### src/rtl/dmem_ctrl.sv
// dmem_ctrl -- MEM-stage data memory access sequencer.
//
// Turns a MEM-stage load/store into one transaction on the SRAM-like data
// bus (req / addr_ok / data_ok). The block checks alignment and builds
// size, wstrb and lane-replicated wdata. It holds the pipeline until the
// access drains, then registers the raw read word for the WB-stage
// byte/half extraction.
// Lane map: addr[1:0]=00 selects bits [31:24], addr[1:0]=11 selects [7:0].
//
// Ports
//   clk, resetn            clock, synchronous active-low reset
//   mem_en_i, mem_wen_i    MEM instr is a load/store; 1 = store
//   alucontrol_i           access op (LB/LBU/LH/LHU/LW/SB/SH/SW)
//   addr_i, wdata_i        effective address, store source value
//   flush_i, m_hold_i      MEM-stage flush; MEM held by another hazard
//   req_o, wr_o, size_o    bus request, write flag, size (0=B,1=H,2=W)
//   addr_o, wstrb_o        bus address, write byte enables
//   wdata_o                lane-replicated store data
//   addr_ok_i, data_ok_i   bus address accepted, data returned/write done
//   rdata_i                bus read data
//   rdata_o, rdata_vld_o   registered raw read word, 1-cycle valid pulse
//   adel_o, ades_o         load/store address error (combinational)
//   stall_o                hold IF..MEM
//
// The op-code parameters default to a simple local encoding. Override them
// from the pipeline's control definitions at instantiation.
module dmem_ctrl #(
    parameter int                CTRL_W      = 6,
    parameter int                DATA_W      = 32,
    parameter logic [CTRL_W-1:0] LB_CONTROL  = CTRL_W'(1),
    parameter logic [CTRL_W-1:0] LBU_CONTROL = CTRL_W'(2),
    parameter logic [CTRL_W-1:0] LH_CONTROL  = CTRL_W'(3),
    parameter logic [CTRL_W-1:0] LHU_CONTROL = CTRL_W'(4),
    parameter logic [CTRL_W-1:0] LW_CONTROL  = CTRL_W'(5),
    parameter logic [CTRL_W-1:0] SB_CONTROL  = CTRL_W'(6),
    parameter logic [CTRL_W-1:0] SH_CONTROL  = CTRL_W'(7),
    parameter logic [CTRL_W-1:0] SW_CONTROL  = CTRL_W'(8)
) (
    input  logic              clk,
    input  logic              resetn,
    input  logic              mem_en_i,
    input  logic              mem_wen_i,
    input  logic [CTRL_W-1:0] alucontrol_i,
    input  logic [DATA_W-1:0] addr_i,
    input  logic [DATA_W-1:0] wdata_i,
    input  logic              flush_i,
    input  logic              m_hold_i,
    output logic              req_o,
    output logic              wr_o,
    output logic [1:0]        size_o,
    output logic [DATA_W-1:0] addr_o,
    output logic [3:0]        wstrb_o,
    output logic [DATA_W-1:0] wdata_o,
    input  logic              addr_ok_i,
    input  logic              data_ok_i,
    input  logic [DATA_W-1:0] rdata_i,
    output logic [DATA_W-1:0] rdata_o,
    output logic              rdata_vld_o,
    output logic              adel_o,
    output logic              ades_o,
    output logic              stall_o
);

    typedef enum logic [1:0] {
        IDLE = 2'd0,
        ADDR = 2'd1,
        DATA = 2'd2,
        HOLD = 2'd3
    } state_t;

    state_t state, state_nxt;

    logic              discard, discard_nxt;
    logic              is_byte, is_half, is_word;
    logic              misalign, go;
    logic              issue, capture;
    logic [1:0]        size_c;
    logic [3:0]        wstrb_c;
    logic [DATA_W-1:0] wdata_c;

    // Bus fields frozen at issue; MEM inputs may change under a flush.
    logic              wr_p1;
    logic [1:0]        size_p1;
    logic [DATA_W-1:0] addr_p1;
    logic [3:0]        wstrb_p1;
    logic [DATA_W-1:0] wdata_p1;

    // ---- MEM-stage decode: access width, alignment, bus field build ----
    always_comb begin
        is_byte = 1'b0;
        is_half = 1'b0;
        is_word = 1'b0;
        case (alucontrol_i)
            LB_CONTROL, LBU_CONTROL, SB_CONTROL: is_byte = 1'b1;
            LH_CONTROL, LHU_CONTROL, SH_CONTROL: is_half = 1'b1;
            LW_CONTROL, SW_CONTROL:              is_word = 1'b1;
            default: ;
        endcase
    end

    assign misalign = (is_half & addr_i[0]) | (is_word & (addr_i[1:0] != 2'b00));
    assign adel_o   = mem_en_i & ~mem_wen_i & misalign;
    assign ades_o   = mem_en_i &  mem_wen_i & misalign;
    assign go       = mem_en_i & ~adel_o & ~ades_o & ~flush_i;

    always_comb begin
        size_c  = 2'd0;
        wstrb_c = 4'b0000;
        wdata_c = wdata_i;
        if (is_byte) begin
            size_c  = 2'd0;
            wstrb_c = 4'b1000 >> addr_i[1:0];
            wdata_c = {(DATA_W/8){wdata_i[7:0]}};
        end else if (is_half) begin
            size_c  = 2'd1;
            wstrb_c = addr_i[1] ? 4'b0011 : 4'b1100;
            wdata_c = {(DATA_W/16){wdata_i[15:0]}};
        end else if (is_word) begin
            size_c  = 2'd2;
            wstrb_c = 4'b1111;
        end
        if (!mem_wen_i) begin
            wstrb_c = 4'b0000;
        end
    end

    // ---- Bus sequencing FSM ----
    always_comb begin
        state_nxt   = state;
        discard_nxt = discard;
        req_o       = 1'b0;
        stall_o     = 1'b0;
        issue       = 1'b0;
        capture     = 1'b0;
        case (state)
            IDLE: begin
                req_o   = go;
                stall_o = go;
                issue   = go;
                if (go) begin
                    state_nxt = addr_ok_i ? DATA : ADDR;
                end
            end
            ADDR: begin
                // The request is never withdrawn once raised, even under flush.
                req_o   = 1'b1;
                stall_o = 1'b1;
                if (flush_i) begin
                    discard_nxt = 1'b1;
                end
                if (addr_ok_i) begin
                    state_nxt = DATA;
                end
            end
            DATA: begin
                if (flush_i) begin
                    discard_nxt = 1'b1;
                end
                if (data_ok_i) begin
                    // Stall drops in the data_ok cycle so a load adds no extra bubble.
                    capture   = ~wr_p1 & ~discard & ~flush_i;
                    state_nxt = m_hold_i ? HOLD : IDLE;
                end else begin
                    stall_o = 1'b1;
                end
            end
            HOLD: begin
                // The same instr is still in MEM; wait for it to leave so it is not re-issued.
                if (!m_hold_i) begin
                    state_nxt = IDLE;
                end
            end
            default: state_nxt = IDLE;
        endcase
        if (state_nxt == IDLE) begin
            discard_nxt = 1'b0;
        end
    end

    always_ff @(posedge clk) begin
        if (!resetn) begin
            state       <= IDLE;
            discard     <= 1'b0;
            rdata_o     <= '0;
            rdata_vld_o <= 1'b0;
        end else begin
            state       <= state_nxt;
            discard     <= discard_nxt;
            rdata_vld_o <= capture;
            if (capture) begin
                rdata_o <= rdata_i;
            end
        end
    end

    // ---- Issue latch: bus fields for the ADDR-phase re-drive ----
    always_ff @(posedge clk) begin
        if (issue) begin
            wr_p1    <= mem_wen_i;
            size_p1  <= size_c;
            addr_p1  <= addr_i;
            wstrb_p1 <= wstrb_c;
            wdata_p1 <= wdata_c;
        end
    end

    // ---- Bus field drive: live decode at issue, latched copy while waiting ----
    always_comb begin
        wr_o    = 1'b0;
        size_o  = 2'd0;
        addr_o  = '0;
        wstrb_o = 4'b0000;
        wdata_o = '0;
        if (req_o) begin
            if (state == ADDR) begin
                wr_o    = wr_p1;
                size_o  = size_p1;
                addr_o  = addr_p1;
                wstrb_o = wstrb_p1;
                wdata_o = wdata_p1;
            end else begin
                wr_o    = mem_wen_i;
                size_o  = size_c;
                addr_o  = addr_i;
                wstrb_o = wstrb_c;
                wdata_o = wdata_c;
            end
        end
    end

endmodule

### config.mk
export PLATFORM = sky130hd
export DESIGN_NAME = dmem_ctrl
export DESIGN_NICKNAME = d
export VERILOG_FILES = /design/src/rtl/dmem_ctrl.sv
export SDC_FILE = /design/constraint.sdc
export NUM_CORES = 1
export LEC_CHECK = 0
export ABC_CLOCK_PERIOD_IN_PS = 7250
export CORE_ASPECT_RATIO = 1.75
export CORE_MARGIN = 3
export CORE_UTILIZATION = 47
export DETAILED_ROUTE_END_ITERATION = 7
export PLACE_DENSITY = 0.86
export SYNTH_ARGS = -nofsm -noshare
export SYNTH_HDL_FRONTEND = slang
export SYNTH_SLANG_ARGS = --single-unit
### constraint.sdc
create_clock -name clk -period 7.25 [get_ports clk]
set_clock_uncertainty 0.05 [all_clocks]
set_input_delay 1.45 -clock clk [delete_from_list [all_inputs] [get_ports clk]]
set_output_delay 1.45 -clock clk [all_outputs]
set_load 0.01 [all_outputs]
==> impl_metrics.yaml <==
floorplanning:
  initial_core_utilization_pct: 48.28
  die_area_um2: 12840
  rows: 51
  die_y_um: 147.7
  core-area_um2: 11170
  die_width_um: 86.96
  io-pin-count: 218
place:
  dpl.hpwl_um: 12180
  gpl.final_weighted_congestion: 0.9212
  io_buffers: 217
clock_tree:
  cts_inserted_buffers: 9
  post_cts_resize_count: 0
  cts.hold.buffers_added: 0
  post_cts_buffers: 0
  depth_of_the_cts_h_tree: 3
  insertion_delay_ps: 330
  clkSlewWorstSetupHoldPaths_ps: 70
  max-clock-path-buffers: 2
  root_buffer: "sky130_fd_sc_hd__clkbuf_16"
  clock_sink_count: 107
  clock_tree_from_tritoncts: "yes"
final_layout:
  fill_cells: 788
  finalNetCount: 854
  final_core_utilization_pct: 70.75
  diode_insertion_count_for_antenna_repair: 0
  area_growth_pct: 46.53
  drive_gt1_share_pct: 6.577
logic_synthesis:
  ys_warn_count: 0
  synth_enable_flop_cells: 71
  synthesis.nets: 671
  synth.top_cells.by_area: "sky130_fd_sc_hd__edfxtp_1 40%, sky130_fd_sc_hd__dfxtp_1 13%, sky130_fd_sc_hd__nand2_1 9.1%"
  synth.most_common_cell: "sky130_fd_sc_hd__nand2_1"
  synth_top_area_share_pct: 39.55
  postSynth.asyncResetShare_pct: 0
  synth_top_cells_by_count: "130 x sky130_fd_sc_hd__nand2_1, 71 x sky130_fd_sc_hd__edfxtp_1, 64 x sky130_fd_sc_hd__o21ai_0, 39 x sky130_fd_sc_hd__nand4_1, 36 x sky130_fd_sc_hd__dfxtp_1"
  distinct_cell_type_count_of_the_synthesized_netlist: 45
  synth_flop_cell: "sky130_fd_sc_hd__edfxtp_1"
  synth_area_leader_cell: "sky130_fd_sc_hd__edfxtp_1"
  ys_seq_area_share_pct: 52.91
  syn_area_um2: 5391
  syn_avg_cell_area_um2: 9.679
  post_synth_inst_count: 557
  register_bit_total_from_synthesis: 107
critical_path:
  critical_path_peak_fanout: 23
  crit_path_capture_type: "primary output"
  critical_path.startpoint_type: "input pin"
  data_arrival_time_at_the_worst_slack_endpoint_ps: 4570
  worst-r2r-cell-count: 5
  cp.required_ps: 5750
  timing.setup.critical_path_class: "input pin to primary output"
status:
  run_status: "complete, no violations"
sta:
  grt_setup_unrepaired: "no"
  total_negative_setup_slacks_ps: 0
  finalHoldViolCount: 0
  final.min_clock_period_ps: 6068
  setup_viol: 0
  final_max_slew_viol_count: 0
  hold_slack_ps: 417.1
  tightestPinTransition_ps: 1214
  timing.final.crit_share_pct: 83.69
  fmax_mhz: 164.8
  worst_slew_margin_rel_pct: 19.08
pwr:
  worst_ir_drop_vdd_v: 0.0001954
  p_leak_uw: 0.002618
  total_power_uw: 2083
  power.density_cell_area_nw_per_um2: 263.6
grt:
  grt_first_pass_wirelength_um: 25820
  grt_max_degree: 138
  grt_overflow_total: 0
  grt.total_usage_pct: 25.71
  via_count_of_the_first_global_routing_pass: 4959
  initial_antenna_violation_count: 0
route:
  detail_route.vias_per_cell: 5.674
  antenna_viol_nets_final: 0
  via_count: 4976
  drt_wl_total_um: 16670
  drt_iter0_drc: 392
  post_drt_wl_per_cell_um: 19.00
  firstDrtPassIters: 5
  remaining_drc_errors: 0
min_path:
  worst_hold_path_type: "flop to flop"
  hold_depth: 2
flow_run:
  cap_viol_max_count: 0
==> power by group <==
group | leakage, uW | switching (uW) | internal (uW)
logic | 0.00151 | 429 | 389
clock network | 0.000162 | 220 | 303
registers | 0.000948 | 23.8 | 719
total | 0.00262 | 672 | 1410
==> state kept, by name, summed over array words and instances, names as in the netlist <==
name and flops:
rdata_o 32, rdata_vld_o 1, size_p1 2, addr_p1 32, discard 1, state 2, wdata_p1 32, wr_p1 1
wstrb_p1 4
==> layout by cell type (no fill, tap or decap), types with 3 or more instances in the layout <==
| cell type | instances |
|---|---|
| sky130_fd_sc_hd__o211ai_1 | 3 |
| sky130_fd_sc_hd__nor3b_1 | 4 |
| sky130_fd_sc_hd__inv_6 | 3 |
| sky130_fd_sc_hd__nor2b_1 | 6 |
| sky130_fd_sc_hd__edfxtp_1 | 71 |
| sky130_fd_sc_hd__a22o_1 | 12 |
| sky130_fd_sc_hd__a221oi_1 | 4 |
| sky130_fd_sc_hd__nand2b_1 | 17 |
| sky130_fd_sc_hd__clkbuf_16 | 10 |
| sky130_fd_sc_hd__nand4_1 | 39 |
| sky130_fd_sc_hd__a21boi_0 | 32 |
| sky130_fd_sc_hd__inv_1 | 5 |
| sky130_fd_sc_hd__nor2_1 | 9 |
| sky130_fd_sc_hd__o31ai_1 | 4 |
| sky130_fd_sc_hd__nand2_1 | 130 |
| sky130_fd_sc_hd__nor3_1 | 3 |
| sky130_fd_sc_hd__a21oi_1 | 11 |
| sky130_fd_sc_hd__mux2i_1 | 7 |
| sky130_fd_sc_hd__and2_1 | 3 |
| sky130_fd_sc_hd__buf_4 | 3 |
| sky130_fd_sc_hd__o21ai_2 | 3 |
| sky130_fd_sc_hd__clkdlybuf4s50_1 | 217 |
| sky130_fd_sc_hd__mux2_2 | 16 |
| sky130_fd_sc_hd__dfxtp_1 | 36 |
| sky130_fd_sc_hd__o21ai_0 | 64 |
==> critical path: stages <==
cell,delay (ps)
sky130_fd_sc_hd__clkdlybuf4s50_1,600
sky130_fd_sc_hd__and3b_1,290
sky130_fd_sc_hd__o21ai_1,210
sky130_fd_sc_hd__a22o_2,470
sky130_fd_sc_hd__nand3_2,500
sky130_fd_sc_hd__o31ai_1,450
sky130_fd_sc_hd__clkdlybuf4s50_1,600
==> stage by stage <==
step                      cells  instance area (um2)  setup slack [ps]
after floorplan             557                 5391              2870
after global placement      861                 7571              1299
after detailed placement    861                 7571              1218
after CTS                   877                 7900              1206
after global routing        877                 7900             958.3
final                       877                 7900              1182
==> logic make-up (layout without fill, tap and decap cells) <==
| group | Yosys count | count (layout) | share of synthesized area (%) |
|---|---|---|---|
| AOI/OAI and AO/OA | 142 | 142 | 16.64 |
| DFF | 107 | 107 | 52.91 |
| and+or+nand+nor | 225 | 225 | 20.33 |
| muxes | 23 | 23 | 4.641 |
| xor gates and xnor gates | 1 | 1 | 0.1625 |
| adders and majority gates | 4 | 4 | 0.9283 |
| buffers and inverters | 55 | 243 | 4.386 |
==> final timing paths <==
path,from,end,slack (ps)
setup / recovery,alucontrol_i[0],addr_o[0],1180
hold / removal,rdata_o[12]$_SDFFE_PN0P_,rdata_o[12]$_SDFFE_PN0P_,420
setup reg to reg,state[0]$_SDFF_PN0_,wr_p1$_DFFE_PP_,3550
hold reg to reg,rdata_o[12]$_SDFFE_PN0P_,rdata_o[12]$_SDFFE_PN0P_,420
==> area by class of cell <==
class | instances | area (um2) | area share, %
clock buffer | 11 | 264.0 | 3.342
multi-input combinational | 395 | 2332 | 29.52
sequential | 107 | 2853 | 36.11
timing repair buffer | 220 | 2195 | 27.78
clock inverter | 5 | 65.06 | 0.8236
tap | 132 | 165.2 | 2.091
inverter | 7 | 26.28 | 0.3326
==> metal layers <==
| metal | vias to the layer above | part of all wire [%] | GRT usage (%) |
|---|---|---|---|
| met3 | 49 | 7.4 | 6.302 |
| li1 | 2379 | - | - |
| met1 | 2312 | 35 | 28.76 |
| met5 | - | 0 | 0 |
| met2 | 236 | 53 | 44.03 |
| met4 | 0 | 4.8 | 13.65 |
Note: power is estimated with default switching activity, not from simulation.
